**src/rtl/seg7_scan_driver.sv**
```systemverilog
// seg7_scan_driver: time-multiplexed 7-segment driver with frame-synchronous, tear-free display updates.
// Build option: define SEG7_LZB_EN to blank leading zero digits (digit 0 is never blanked).
module seg7_scan_driver #(
  parameter int NUM_DIGITS   = 4,
  parameter int DWELL_CYCLES = 1000,
  parameter int BLANK_CYCLES = 2
) (
  input  logic                    clk,
  input  logic                    rst_n,
  input  logic                    ena,
  input  logic                    load,
  input  logic [4*NUM_DIGITS-1:0] bcd_in,
  input  logic [NUM_DIGITS-1:0]   dp_in,
  output logic [6:0]              seg,
  output logic                    dp,
  output logic [NUM_DIGITS-1:0]   digit_sel,
  output logic                    frame_done
);

  // state | meaning
  // IDLE  | outputs dark, idx/cnt held at 0, waiting for ena
  // SCAN  | stepping through digit slots; active refreshed only at the frame boundary

  localparam int IDX_W = $clog2(NUM_DIGITS);
  localparam int CNT_W = $clog2(DWELL_CYCLES + 1);
  localparam logic [IDX_W-1:0] IDX_LAST = IDX_W'(NUM_DIGITS - 1);
  localparam logic [CNT_W-1:0] CNT_LAST = CNT_W'(DWELL_CYCLES - 1);
  localparam logic [CNT_W-1:0] LIT_END  = CNT_W'(DWELL_CYCLES - BLANK_CYCLES);

  typedef enum logic {IDLE, SCAN} state_t;

  state_t                  state_q;
  logic [IDX_W-1:0]        idx_q;
  logic [CNT_W-1:0]        cnt_q;
  logic [4*NUM_DIGITS-1:0] active_bcd_q;
  logic [NUM_DIGITS-1:0]   active_dp_q;
  logic [4*NUM_DIGITS-1:0] pend_bcd_q;
  logic [NUM_DIGITS-1:0]   pend_dp_q;
  logic                    pend_valid_q;
  logic [6:0]              seg_q;
  logic                    dp_q;
  logic [NUM_DIGITS-1:0]   digit_sel_q;
  logic                    frame_done_q;

  logic [3:0]              nib_d;
  logic                    dp_d;
  logic [6:0]              seg_d;
  logic [NUM_DIGITS-1:0]   sel_d;
  logic                    boundary_d;

  function automatic logic [6:0] decode(input logic [3:0] n);
    case (n)
      4'd0:    decode = 7'h3F;
      4'd1:    decode = 7'h06;
      4'd2:    decode = 7'h5B;
      4'd3:    decode = 7'h4F;
      4'd4:    decode = 7'h66;
      4'd5:    decode = 7'h6D;
      4'd6:    decode = 7'h7D;
      4'd7:    decode = 7'h07;
      4'd8:    decode = 7'h7F;
      4'd9:    decode = 7'h6F;
      default: decode = 7'h40;
    endcase
  endfunction

  always_comb begin
    nib_d = 4'h0;
    dp_d  = 1'b0;
    for (int i = 0; i < NUM_DIGITS; i++) begin
      if (idx_q == IDX_W'(i)) begin
        nib_d = active_bcd_q[4*i +: 4];
        dp_d  = active_dp_q[i];
      end
    end
  end

`ifdef SEG7_LZB_EN
  logic [NUM_DIGITS-1:0] nz;
  logic [NUM_DIGITS-1:0] lz_blank;
  logic                  blank_d;

  // A digit is blanked when it and every digit above it are zero; invalid nibbles count as nonzero.
  for (genvar g = 0; g < NUM_DIGITS; g++) begin : g_lzb
    assign nz[g] = |active_bcd_q[4*g +: 4];
    if (g == 0) begin : g_lsd
      assign lz_blank[g] = 1'b0;
    end else begin : g_upper
      assign lz_blank[g] = ~|nz[NUM_DIGITS-1:g];
    end
  end

  always_comb begin
    blank_d = 1'b0;
    for (int i = 0; i < NUM_DIGITS; i++) begin
      if (idx_q == IDX_W'(i)) blank_d = lz_blank[i];
    end
  end

  assign seg_d = blank_d ? 7'h00 : decode(nib_d);
`else
  assign seg_d = decode(nib_d);
`endif

  assign sel_d      = (cnt_q < LIT_END) ? (NUM_DIGITS'(1) << idx_q) : '0;
  assign boundary_d = (idx_q == IDX_LAST) && (cnt_q == CNT_LAST);

  always_ff @(posedge clk or negedge rst_n) begin
    if (!rst_n) begin
      state_q      <= IDLE;
      idx_q        <= '0;
      cnt_q        <= '0;
      active_bcd_q <= '0;
      active_dp_q  <= '0;
      pend_bcd_q   <= '0;
      pend_dp_q    <= '0;
      pend_valid_q <= 1'b0;
      seg_q        <= 7'h00;
      dp_q         <= 1'b0;
      digit_sel_q  <= '0;
      frame_done_q <= 1'b0;
    end else begin
      if (load) begin
        pend_bcd_q   <= bcd_in;
        pend_dp_q    <= dp_in;
        pend_valid_q <= 1'b1;
      end

      case (state_q)
        IDLE: begin
          seg_q        <= 7'h00;
          dp_q         <= 1'b0;
          digit_sel_q  <= '0;
          frame_done_q <= 1'b0;
          idx_q        <= '0;
          cnt_q        <= '0;
          if (ena) begin
            state_q <= SCAN;
            if (pend_valid_q) begin
              active_bcd_q <= pend_bcd_q;
              active_dp_q  <= pend_dp_q;
            end
            // A load on the entry edge lands in pending and waits for the first boundary.
            pend_valid_q <= load;
          end
        end

        SCAN: begin
          if (!ena) begin
            state_q      <= IDLE;
            seg_q        <= 7'h00;
            dp_q         <= 1'b0;
            digit_sel_q  <= '0;
            frame_done_q <= 1'b0;
            idx_q        <= '0;
            cnt_q        <= '0;
          end else begin
            seg_q        <= seg_d;
            dp_q         <= dp_d;
            digit_sel_q  <= sel_d;
            frame_done_q <= boundary_d;

            if (cnt_q == CNT_LAST) begin
              cnt_q <= '0;
              idx_q <= (idx_q == IDX_LAST) ? '0 : idx_q + IDX_W'(1);
            end else begin
              cnt_q <= cnt_q + CNT_W'(1);
            end

            if (boundary_d) begin
              if (load) begin
                active_bcd_q <= bcd_in;
                active_dp_q  <= dp_in;
              end else if (pend_valid_q) begin
                active_bcd_q <= pend_bcd_q;
                active_dp_q  <= pend_dp_q;
              end
              pend_valid_q <= 1'b0;
            end
          end
        end

        default: state_q <= IDLE;
      endcase
    end
  end

  assign seg        = seg_q;
  assign dp         = dp_q;
  assign digit_sel  = digit_sel_q;
  assign frame_done = frame_done_q;

endmodule

```
**config.mk**
```make
export PLATFORM = sky130hd
export DESIGN_NAME = seg7_scan_driver
export DESIGN_NICKNAME = d
export VERILOG_FILES = /design/src/rtl/seg7_scan_driver.sv
export SDC_FILE = /design/constraint.sdc
export NUM_CORES = 1
export LEC_CHECK = 0
export BUFFER_PORTS_ARGS = -buffer_cell sky130_fd_sc_hd__clkbuf_2
export CAP_MARGIN = 10
export CORE_MARGIN = 2
export CORE_UTILIZATION = 35
export DETAILED_ROUTE_END_ITERATION = 12
export PLACE_DENSITY = 0.49
export RECOVER_POWER = 25
export SYNTH_ARGS = -nofsm -noshare
export SYNTH_HDL_FRONTEND = slang
export SYNTH_SLANG_ARGS = --single-unit
```
**constraint.sdc**
```tcl
create_clock -name clk -period 2.5 [get_ports clk]
set_input_delay 0.5 -clock clk [delete_from_list [all_inputs] [get_ports clk]]
set_output_delay 0.5 -clock clk [all_outputs]
set_load 0.05 [all_outputs]
```
# Word level (Yosys, flattened, before mapping)
# Memory sizes are Yosys's and may differ from the RTL's.
# Index checks and enable logic that the tools add are counted.
# totals
rom_bits	112
memories	1
output_inout_bits	13
regBits	67
elab_cells	71
input_bits	24
# op_classes
addsub	2
mux	42
n_bitwise	1
n_reduce_logical	3
n_eq_ne	8
order_cmp	1
shifts	1
# memory_table
name	depth	width	read_ports	rd_ports_with_merged_regs	write_ports	line_no	source
(no name shown)	16	7	1	0	0	52	case (n)
# op_table
op	count
$mux W16	5
$mux W4	11
$pmux W16 S2	1
$mux W10	2
$pmux W10 S2	1
$pmux W4 S2	2
$pmux W7 S2	1
$mux W1	11
$add A10 B1 Y10 const B	1
$eq A10 B10 Y1 const B	1
$lt A10 B10 Y1 const B	1
$mux W7	1
$mux W2	3
$pmux W1 S2	3
$eq A2 B2 Y1 const B	2
$ne A2 B2 Y1 const B	2
$pmux W2 S2	1
$shl A1 B2 Y4 const A	1
$ne A3 B2 Y1 const B	1
$reduce_and A3 Y1	1
$add A2 B1 Y2 const B	1
$eq A2 B1 Y1 const B	1
$logic_not A2 Y1	1
$ne A2 B1 Y1 const B	1
other kinds (2)	2

# Depth between registers and ports, before layout
# Gate-level depths: netlist (run 1).
# An unclocked memory read counts as a cell.
# depth
depth_word	8
depth_mapped	10
mapped_depth_nobuf	9

# Worst setup path before layout (run 1)
# Ideal clock, no wire load.
# synth_path
kind	register -> register
startpoint	reg idx_q[0]
endpoint	reg seg_q[6] (netlist: seg[6])
path_stages_with_launch	10
arrival_time_ns	1.968
path_slack_ns	0.454
synth_period_minus_slack_ns	2.046
setup_time_ns	0.078
n_path_buf	2
required_time_ns	2.422
path_cell_list	dfrtp_1 -> ha_1 -> buf_2 -> buf_4 -> a211oi_1 -> a221o_1 -> inv_1 -> ha_1 -> mux2_1 -> a21oi_1
# synth_via
elab_chain_len	8
elab_cells_between_ends	11
cone_classes	eq/ne: 3; mux: 6; reduce/logical: 1; memory: 1
# synth_lines
item	line_no	source
start: declaration	33	logic [IDX_W-1:0] idx_q;
start signal: assignment	165	idx_q <= (idx_q == IDX_LAST) ? '0 : idx_q + IDX_W'(1);
$logic_not A2 Y1	71	if (idx_q == IDX_W'(i)) begin
$mux W4 (3 in series)	71	
$mux W4 (*)	71	
$mem_v2 Z16 W7 (*)	n/a	
$mux W7 (*)	149	if (!ena) begin
$pmux W7 S2 (*)	129	case (state_q)
end signal: assignment	158	seg_q <= seg_d;
end: declaration	40	logic [6:0] seg_q;
# Mark *: on every way between the ends. The rest lies on a longest branch, timed or not.
# A chain may end at the register's enable or synchronous reset.

# Final worst setup path (run 1)
# Same ends and word-level chain as after synthesis.

==> insert_results.sql, run 1 <==
INSERT INTO impl_metrics (metric_group, metric, value, unit) VALUES
('logic_synthesis', 'synth_nets', '296', ''),
('logic_synthesis', 'postSynthRegisterBits', '67', ''),
('logic_synthesis', 'ys_types', '40', ''),
('clock_tree', 'numClockSinks', '67', ''),
('die', 'top_level_ports', '37', ''),
('route', 'via_per_inst', '5.14', ''),
('cells_and_area', 'num-nets-final', '332', ''),
('clock_tree', 'cts_max_level', '3', ''),
('timing', 'worst_clock_skew_on_the_final_layout', '0.00913', 'ns'),
('timing', 'grt_setup_unrepaired', 'false', ''),
('timing', 'slew_worst_pin', '1.37', 'ns'),
('critical_path', 'data_arrival_time_of_the_critical_path', '2.47', 'ns'),
('critical_path', 'family_with_the_most_delay_on_the_worst_path', 'adder cells', ''),
('clock_tree', 'tritoncts.num_buffers', '9', ''),
('logic_synthesis', 'cell_type_contributing_the_most_total_cell_area_after_synthesis', 'sky130_fd_sc_hd__dfrtp_1', ''),
('clock_tree', 'tritoncts_clock_tree', 'done', ''),
('timing', 'period_minus_slack', '2.22', 'ns'),
('critical_path', 'critPathKind', 'flop to flop', ''),
('logic_synthesis', 'synthesis.yosys.warnings', '0', ''),
('clock_tree', 'root_buffer', 'sky130_fd_sc_hd__clkbuf_8', ''),
('logic_synthesis', 'synth-async-reset-ratio', '1.00', ''),
('timing', 'period_share', '0.886', ''),
('logic_synthesis', 'ys_dominant_reg_cell', 'sky130_fd_sc_hd__dfrtp_1', ''),
('route', 'drt-total-wl', '6.44', 'mm'),
('flow_run', 'max_cap_viol_count', '0', ''),
('die', 'floorplan.rows', '34', ''),
('die', 'die_x', '98.6', 'µm'),
('logic_synthesis', 'syn_avg_cell_area', '12.0', 'µm²'),
('power', 'vdd.ir_drop.worst', '0.189', 'mV'),
('timing', 'setup_viol_count_final', '0', ''),
('power', 'power_density_over_cell_area', '692', 'nW/µm²'),
('logic_synthesis', 'synth_sequential_area_ratio', '0.535', ''),
('cells_and_area', 'post_route_cells_drive_above_1_share', '0.258', ''),
('route', 'ant_nets', '0', ''),
('logic_synthesis', 'syn-cell-area', '3130', 'µm²'),
('route', 'first_pass_iters', '4', ''),
('placed_design', 'io_buffers', '36', ''),
('global_route', 'grt.overflow.total', '0', ''),
('die', 'floorplan.initialDensity', '0.359', ''),
('clock_tree', 'clk_path_buf_depth', '2', ''),
('power', 'combPwrFrac', '0.167', ''),
('critical_path', 'critical_path_required', '2.76', 'ns'),
('logic_synthesis', 'post_synth_edffs', '0', ''),
('critical_path', 'worst_setup_path_end_kind', 'flop', ''),
('route', 'vias', '2109', ''),
('cells_and_area', 'final_core_occ', '0.412', ''),
('logic_synthesis', 'yosysTopAreaCellShare', '0.535', ''),
('route', 'drt_drc_violations_left', '0', ''),
('die', 'die_area', '9720', 'µm²'),
('power', 'netSwitchingPower', '684', 'µW'),
('critical_path', 'worst-path-max-fanout', '11', ''),
('timing', 'slew-limit-headroom', '0.0842', ''),
('global_route', 'largest_net_degree_at_the_start_of_global_routing', '45', ''),
('critical_path', 'critical-path-max-stage-delay', '0.42', 'ns'),
('clock_tree', 'cts_setup_buffers', '0', ''),
('power', 'total_power', '2.49', 'mW'),
('critical_path', 'cp_cell_sequence', 'inv_1 -> ha_1 -> nor3b_1 -> a221o_1 -> inv_1 -> ha_1 -> mux2_1 -> a21oi_1', ''),
('logic_synthesis', 'netlist_instances', '262', ''),
('critical_path', 'ff2ff_setup_slack', '0.28', 'ns'),
('power', 'share_clk_of_total_power', '0.326', ''),
('cells_and_area', 'syn2layout_area_growth', '14.7', '%'),
('power', 'sequentialPowerShare', '0.506', ''),
('critical_path', 'startpoint_type', 'flop', ''),
('cells_and_area', 'post-route-cell-area', '3590', 'µm²'),
('timing', 'max_freq', '0.451', 'GHz'),
('logic_synthesis', 'ranking_of_synthesized_cells_by_instance_count', 'sky130_fd_sc_hd__dfrtp_1, sky130_fd_sc_hd__a22oi_1, sky130_fd_sc_hd__mux2_2, sky130_fd_sc_hd__o2bb2ai_1, sky130_fd_sc_hd__nor2_1', ''),
('critical_path', 'critical_path_slowest_stage_cell', 'sky130_fd_sc_hd__dfrtp_1', ''),
('run_status', 'outcome', 'finished clean', ''),
('power', 'power_leakage', '1.59', 'nW'),
('logic_synthesis', 'synthMostInstantiatedCell', 'sky130_fd_sc_hd__dfrtp_1', ''),
('die', 'design.core.area', '8720', 'µm²');
## power by group through the flow
stage / clock [mW] / combinational [mW] / sequential (mW)
2_1_floorplan: 0 / 0.249 / 1.31
3_3_place_gp: 0 / 0.419 / 1.28
3_5_place_dp: 0 / 0.421 / 1.28
4_1_cts: 0.843 / 0.425 / 1.26
5_1_grt: 0.892 / 0.463 / 1.27
6_report: 0.812 / 0.416 / 1.26
## through the flow
step / setup WS (ns) / hold slack (ns)
2_1_floorplan: 0.454 / 0.204
3_3_place_gp: 0.343 / 0.480
3_5_place_dp: 0.304 / 0.475
4_1_cts: 0.277 / 0.161
5_1_grt: 0.0168 / 0.393
6_report: 0.285 / 0.395
## registers in the layout, summed over array words and instances, names as in the netlist
signal / cells
active_bcd_q: 16
pend_bcd_q: 16
cnt_q: 10
seg: 7
active_dp_q: 4
digit_sel: 4
pend_dp_q: 4
idx_q: 2
dp: 1
frame_done: 1
pend_valid_q: 1
state_q: 1
## metal layers
layer	up-vias	wire [µm]	track usage
met5	-	0	0
met4	0	134	0.0674
met3	12	207	0.0326
met2	32	2850	0.217
met1	1040	3250	0.204
li1	1025	-	-
## path summary, 6_finish.rpt
check                                  from          endpoint  cells after the start
max                                idx_q[0]            seg[6]                      8
min                                     ena           state_q                      1
max reg2reg                        idx_q[0]            seg[6]                      8
min reg2reg                active_bcd_q[12]  active_bcd_q[12]                      1
max in group asynchronous             rst_n          cnt_q[1]                      2
min in group asynchronous             rst_n     pend_bcd_q[5]                      1
## layout make-up
type                       count  area [µm²]  area share
clock buffer                  13         169      0.0470
clock inverter                 2        10.0     0.00278
tap                          108         135      0.0376
multi-input combinational    168        1330       0.370
sequential                    67        1680       0.466
inverter                      10        37.5      0.0104
timing repair buffer          42         235      0.0654
## cell usage in the layout, fill, tap and decap left out, drive strengths merged
master	n
a41oi	1
xor2	2
and2	5
nand3	5
or2	1
nor2	17
a22oi	20
mux2i	5
xnor2	6
a211oi	6
inv	10
nor2b	3
mux2	21
dfrtp	67
clkbuf	49
nand3b	5
nor3b	4
a21bo	1
o21ai	1
nand2	9
buf	6
a211o	3
nand4bb	1
o22ai	1
o41a	1
o2bb2ai	20
a221o	2
nand4	1
ha	10
nor3	5
a21oi	5
o32ai	3
and3b	1
clkinv	2
nand2b	2
o21bai	1
## cells by family after synthesis
kind of cell,synth area share
mux,0.0915
simple gates,0.103
flops,0.535
compound gates,0.169
fa+ha+maj,0.0399
buf+inv,0.0399
xor+xnor,0.0224
Power figures use the tool's default switching activity.
==> run 2: changes to the inputs <==
--- a/config.mk
+++ b/config.mk
@@ -10,6 +10,7 @@
 export CORE_MARGIN = 2
 export CORE_UTILIZATION = 35
 export DETAILED_ROUTE_END_ITERATION = 12
+export GPL_ROUTABILITY_DRIVEN = 1
 export PLACE_DENSITY = 0.49
 export RECOVER_POWER = 25
 export SYNTH_ARGS = -nofsm -noshare
==> constraint.sdc (replaced) <==
create_clock -name clk -period 2.5 [get_ports clk]
set_input_delay 0.125 -clock clk [delete_from_list [all_inputs] [get_ports clk]]
set_output_delay 0.125 -clock clk [all_outputs]
set_load 0.05 [all_outputs]
==> run 2 against run 1 <==
Flip-flop and latch count is the same. Wire length up 0.84%. Combinational power is essentially flat. Utilization hardly changed. The run now ends with max-capacitance violations, max-slew violations left. Critical endpoint unchanged. Die area stayed put. Highest routed layer unchanged. Register-to-register slack worse by 0.05 ns. Critical path depth stayed put. Hold slack lost 0.37 ns. Final cell count increased by 0.73%. Critical path type unchanged. Clock power decreased by 2%. Non-clock buffer count up 2.
==> insert_results.sql, run 2 (synthesis results as in run 1) <==
INSERT INTO impl_metrics (metric_group, metric, value, unit) VALUES
('route', 'via_per_inst', '5.13', ''),
('power', 'power_density_over_cell_area', '688', 'nW/µm²'),
('die', 'floorplan.initialDensity', '0.359', ''),
('clock_tree', 'clock_transition_time_at_the_flip_flop_clock_pins_of_the_worst_setup_and_hold_paths', '0.07', 'ns'),
('timing', 'slew_worst_pin', '1.53', 'ns'),
('critical_path', 'startpoint_type', 'flop', ''),
('global_route', 'grt.overflow.total', '0', ''),
('run_status', 'violations', 'max-capacitance violations, max-slew violations', ''),
('die', 'die_area', '9720', 'µm²'),
('timing', 'period_minus_slack', '2.26', 'ns'),
('route', 'ant_nets', '0', ''),
('cells_and_area', 'ff_latch_area', '1680', 'µm²'),
('worst_hold_path', 'timing.hold.worst_endpoint', 'pend_bcd_q[2]', ''),
('critical_path', 'critical-path-max-stage-delay', '0.41', 'ns'),
('route', 'routed.top_layer', 'met4', ''),
('route', 'drt-total-wl', '6.50', 'mm'),
('cells_and_area', 'syn2layout_area_growth', '14.9', '%'),
('global_route', 'gr-usage-all-layers', '0.147', ''),
('critical_path', 'reg2reg_depth', '8', ''),
('route', 'wire_per_inst', '15.7', 'µm'),
('die', 'floorplan.die.height', '98.6', 'µm'),
('timing', 'slew-limit-headroom', '-0.0217', ''),
('route', 'm1WireLength', '3.43', 'mm'),
('cells_and_area', 'post_route_cells_drive_above_1_share', '0.256', ''),
('cells_and_area', 'final_common_cell', 'sky130_fd_sc_hd__dfrtp_1', ''),
('clock_tree', 'root_buffer', 'sky130_fd_sc_hd__clkbuf_8', ''),
('timing', 'setup_slack', '0.239', 'ns'),
('critical_path', 'ff2ff_setup_slack', '0.24', 'ns'),
('cells_and_area', 'commonest_non_fill_non_tap_cells_in_the_layout', 'sky130_fd_sc_hd__dfrtp_1, sky130_fd_sc_hd__clkbuf_2, sky130_fd_sc_hd__a22oi_1, sky130_fd_sc_hd__o2bb2ai_1, sky130_fd_sc_hd__mux2_2', ''),
('global_route', 'antenna_found_initial', '0', ''),
('clock_tree', 'insertion_delay', '0.34', 'ns'),
('critical_path', 'timing.critical_path.buf_inv', '2', ''),
('cells_and_area', 'layout.filler_cells', '849', ''),
('run_status', 'outcome', 'finished, violations left', ''),
('critical_path', 'data_arrival_time_of_the_critical_path', '2.51', 'ns'),
('worst_hold_path', 'min_from', 'bcd_in[2]', ''),
('clock_tree', 'numClockSinks', '67', ''),
('die', 'die_x', '98.6', 'µm'),
('critical_path', 'family_with_the_most_delay_on_the_worst_path', 'compound AO/OA/AOI/OAI gates', ''),
('flow_run', 'max_cap_viol_count', '1', ''),
('timing', 'slew_viol_final', '29', ''),
('cells_and_area', 'num-nets-final', '334', ''),
('clock_tree', 'cts_setup_buffers', '0', ''),
('power', 'vdd.ir_drop.worst', '0.204', 'mV'),
('cells_and_area', 'finish.cell_count_without_fillers', '413', ''),
('placed_design', 'dp_cells', '395', ''),
('worst_hold_path', 'worstHoldPathCells', '2', ''),
('power', 'power_leakage', '1.59', 'nW'),
('die', 'top_level_ports', '37', ''),
('timing', 'number_of_hold_slack_violations_in_the_final_timing_report', '0', ''),
('critical_path', 'critPathKind', 'flop to flop', ''),
('route', 'detailroute.wirelength.met2', '2.74', 'mm'),
('die', 'floorplan.rows', '34', ''),
('clock_tree', 'clk_path_buf_depth', '2', ''),
('timing', 'max_freq', '0.442', 'GHz'),
('timing', 'setup_viol_count_final', '0', ''),
('placed_design', 'io_buffers', '36', ''),
('placed_design', 'place_worst_setup_slack', '0.205', 'ns'),
('critical_path', 'critical_path_required', '2.75', 'ns'),
('global_route', 'grt_pass1_vias', '2121', ''),
('clock_tree', 'cts_max_level', '3', ''),
('clock_tree', 'tritoncts.num_buffers', '9', ''),
('clock_tree', 'tritoncts_clock_tree', 'done', ''),
('global_route', 'wire_length_of_the_first_global_routing_pass', '11.2', 'mm'),
('timing', 'fin_setup_tns', '0', 'ns'),
('cells_and_area', 'multi_input_comb_area', '1330', 'µm²'),
('critical_path', 'worst_setup_path_end_kind', 'flop', ''),
('critical_path', 'cp_cell_sequence', 'inv_1 -> ha_1 -> a211oi_1 -> a211o_1 -> inv_1 -> ha_1 -> mux2_1 -> a21oi_1', ''),
('route', 'vias', '2118', ''),
('die', 'design.core.area', '8720', 'µm²'),
('cells_and_area', 'biggestRegsByFlops', 'active_bcd_q x16, pend_bcd_q x16, cnt_q x10', ''),
('route', 'wl_met3', '190', 'µm'),
('worst_hold_path', 'hold_path.class', 'input pin to flop', ''),
('timing', 'worst_clock_skew_on_the_final_layout', '0.0132', 'ns'),
('placed_design', 'globalplace.congestion', '0.773', ''),
('route', 'first_pass_iters', '4', ''),
('global_route', 'largest_net_degree_at_the_start_of_global_routing', '29', ''),
('timing', 'grt_setup_unrepaired', 'false', ''),
('placed_design', 'hpwlAfterDp', '4.52', 'mm'),
('route', 'drt_drc_violations_left', '0', ''),
('critical_path', 'worst_r2r_dst', 'seg[6]', ''),
('route', 'detailedRoute.firstIterationViolations', '97', ''),
('timing', 'period_share', '0.905', ''),
('cells_and_area', 'antennaDiodeCount', '0', ''),
('critical_path', 'critical_path_slowest_stage_cell', 'sky130_fd_sc_hd__dfrtp_1', ''),
('critical_path', 'worst-path-max-fanout', '11', ''),
('critical_path', 'critical_path.reg2reg.startpoint', 'idx_q[0]', '');
-- run 2: report_power, final --
group          leakage, nW  internal (mW)  switching, mW
combinational        0.648          0.175          0.240
clock               0.0905          0.413          0.387
sequential           0.848           1.19         0.0669
total                 1.59           1.78          0.694
-- run 2: repair_timing --
| action | CTS | global route |
|---|---|---|
| setup endpoints to repair | 0 | 2 |
| hold buffers | 2 | 0 |
| endpoints found under the hold margin | 27 | 0 |
| gates resized for setup | 0 | 1 |
-- run 2: through the flow --
stage	area, µm²	utilization	power, mW	hold WS, ns
floorplan	3130	-	1.56	-0.171
global route	3600	0.413	2.63	0.0155
global placement	3410	0.391	1.69	0.174
finish	3600	0.413	2.48	0.0290
CTS	3600	0.413	2.52	0.0116
detailed placement	3410	0.391	1.70	0.188
-- run 2: area by class of cell --
class,count,area share
clock buffer,14,0.0452
timing repair buffer,44,0.0675
tap,108,0.0376
inverter,10,0.0104
multi-input combinational,168,0.371
clock inverter,2,0.00278
sequential,67,0.466
-- run 2: worst max path at each step --
stage	start	to	slack [ns]	cells after the start
finish	idx_q[0]	seg[6]	0.24	8
global route	idx_q[0]	seg[1]	0.07	8
CTS	idx_q[0]	seg[6]	0.17	7
detailed placement	idx_q[0]	seg[6]	0.20	7
global placement	idx_q[0]	seg[1]	0.30	7
floorplan	idx_q[0]	seg[6]	0.45	9
-- run 2: metal layers --
layer / vias to the layer above / GRT usage
met5: - / 0
met4: 0 / 0.0769
met3: 11 / 0.0291
met2: 35 / 0.207
met1: 1037 / 0.215
li1: 1035 / -
-- run 2: worst register-to-register path: stages, from the launching register on --
cell and delay, ns:
sky130_fd_sc_hd__dfrtp_1 0.41, sky130_fd_sc_hd__inv_1 0.08, sky130_fd_sc_hd__ha_1 0.32, sky130_fd_sc_hd__a211oi_1 0.27
sky130_fd_sc_hd__a211o_1 0.34, sky130_fd_sc_hd__inv_1 0.11, sky130_fd_sc_hd__ha_1 0.20, sky130_fd_sc_hd__mux2_1 0.29
sky130_fd_sc_hd__a21oi_1 0.15
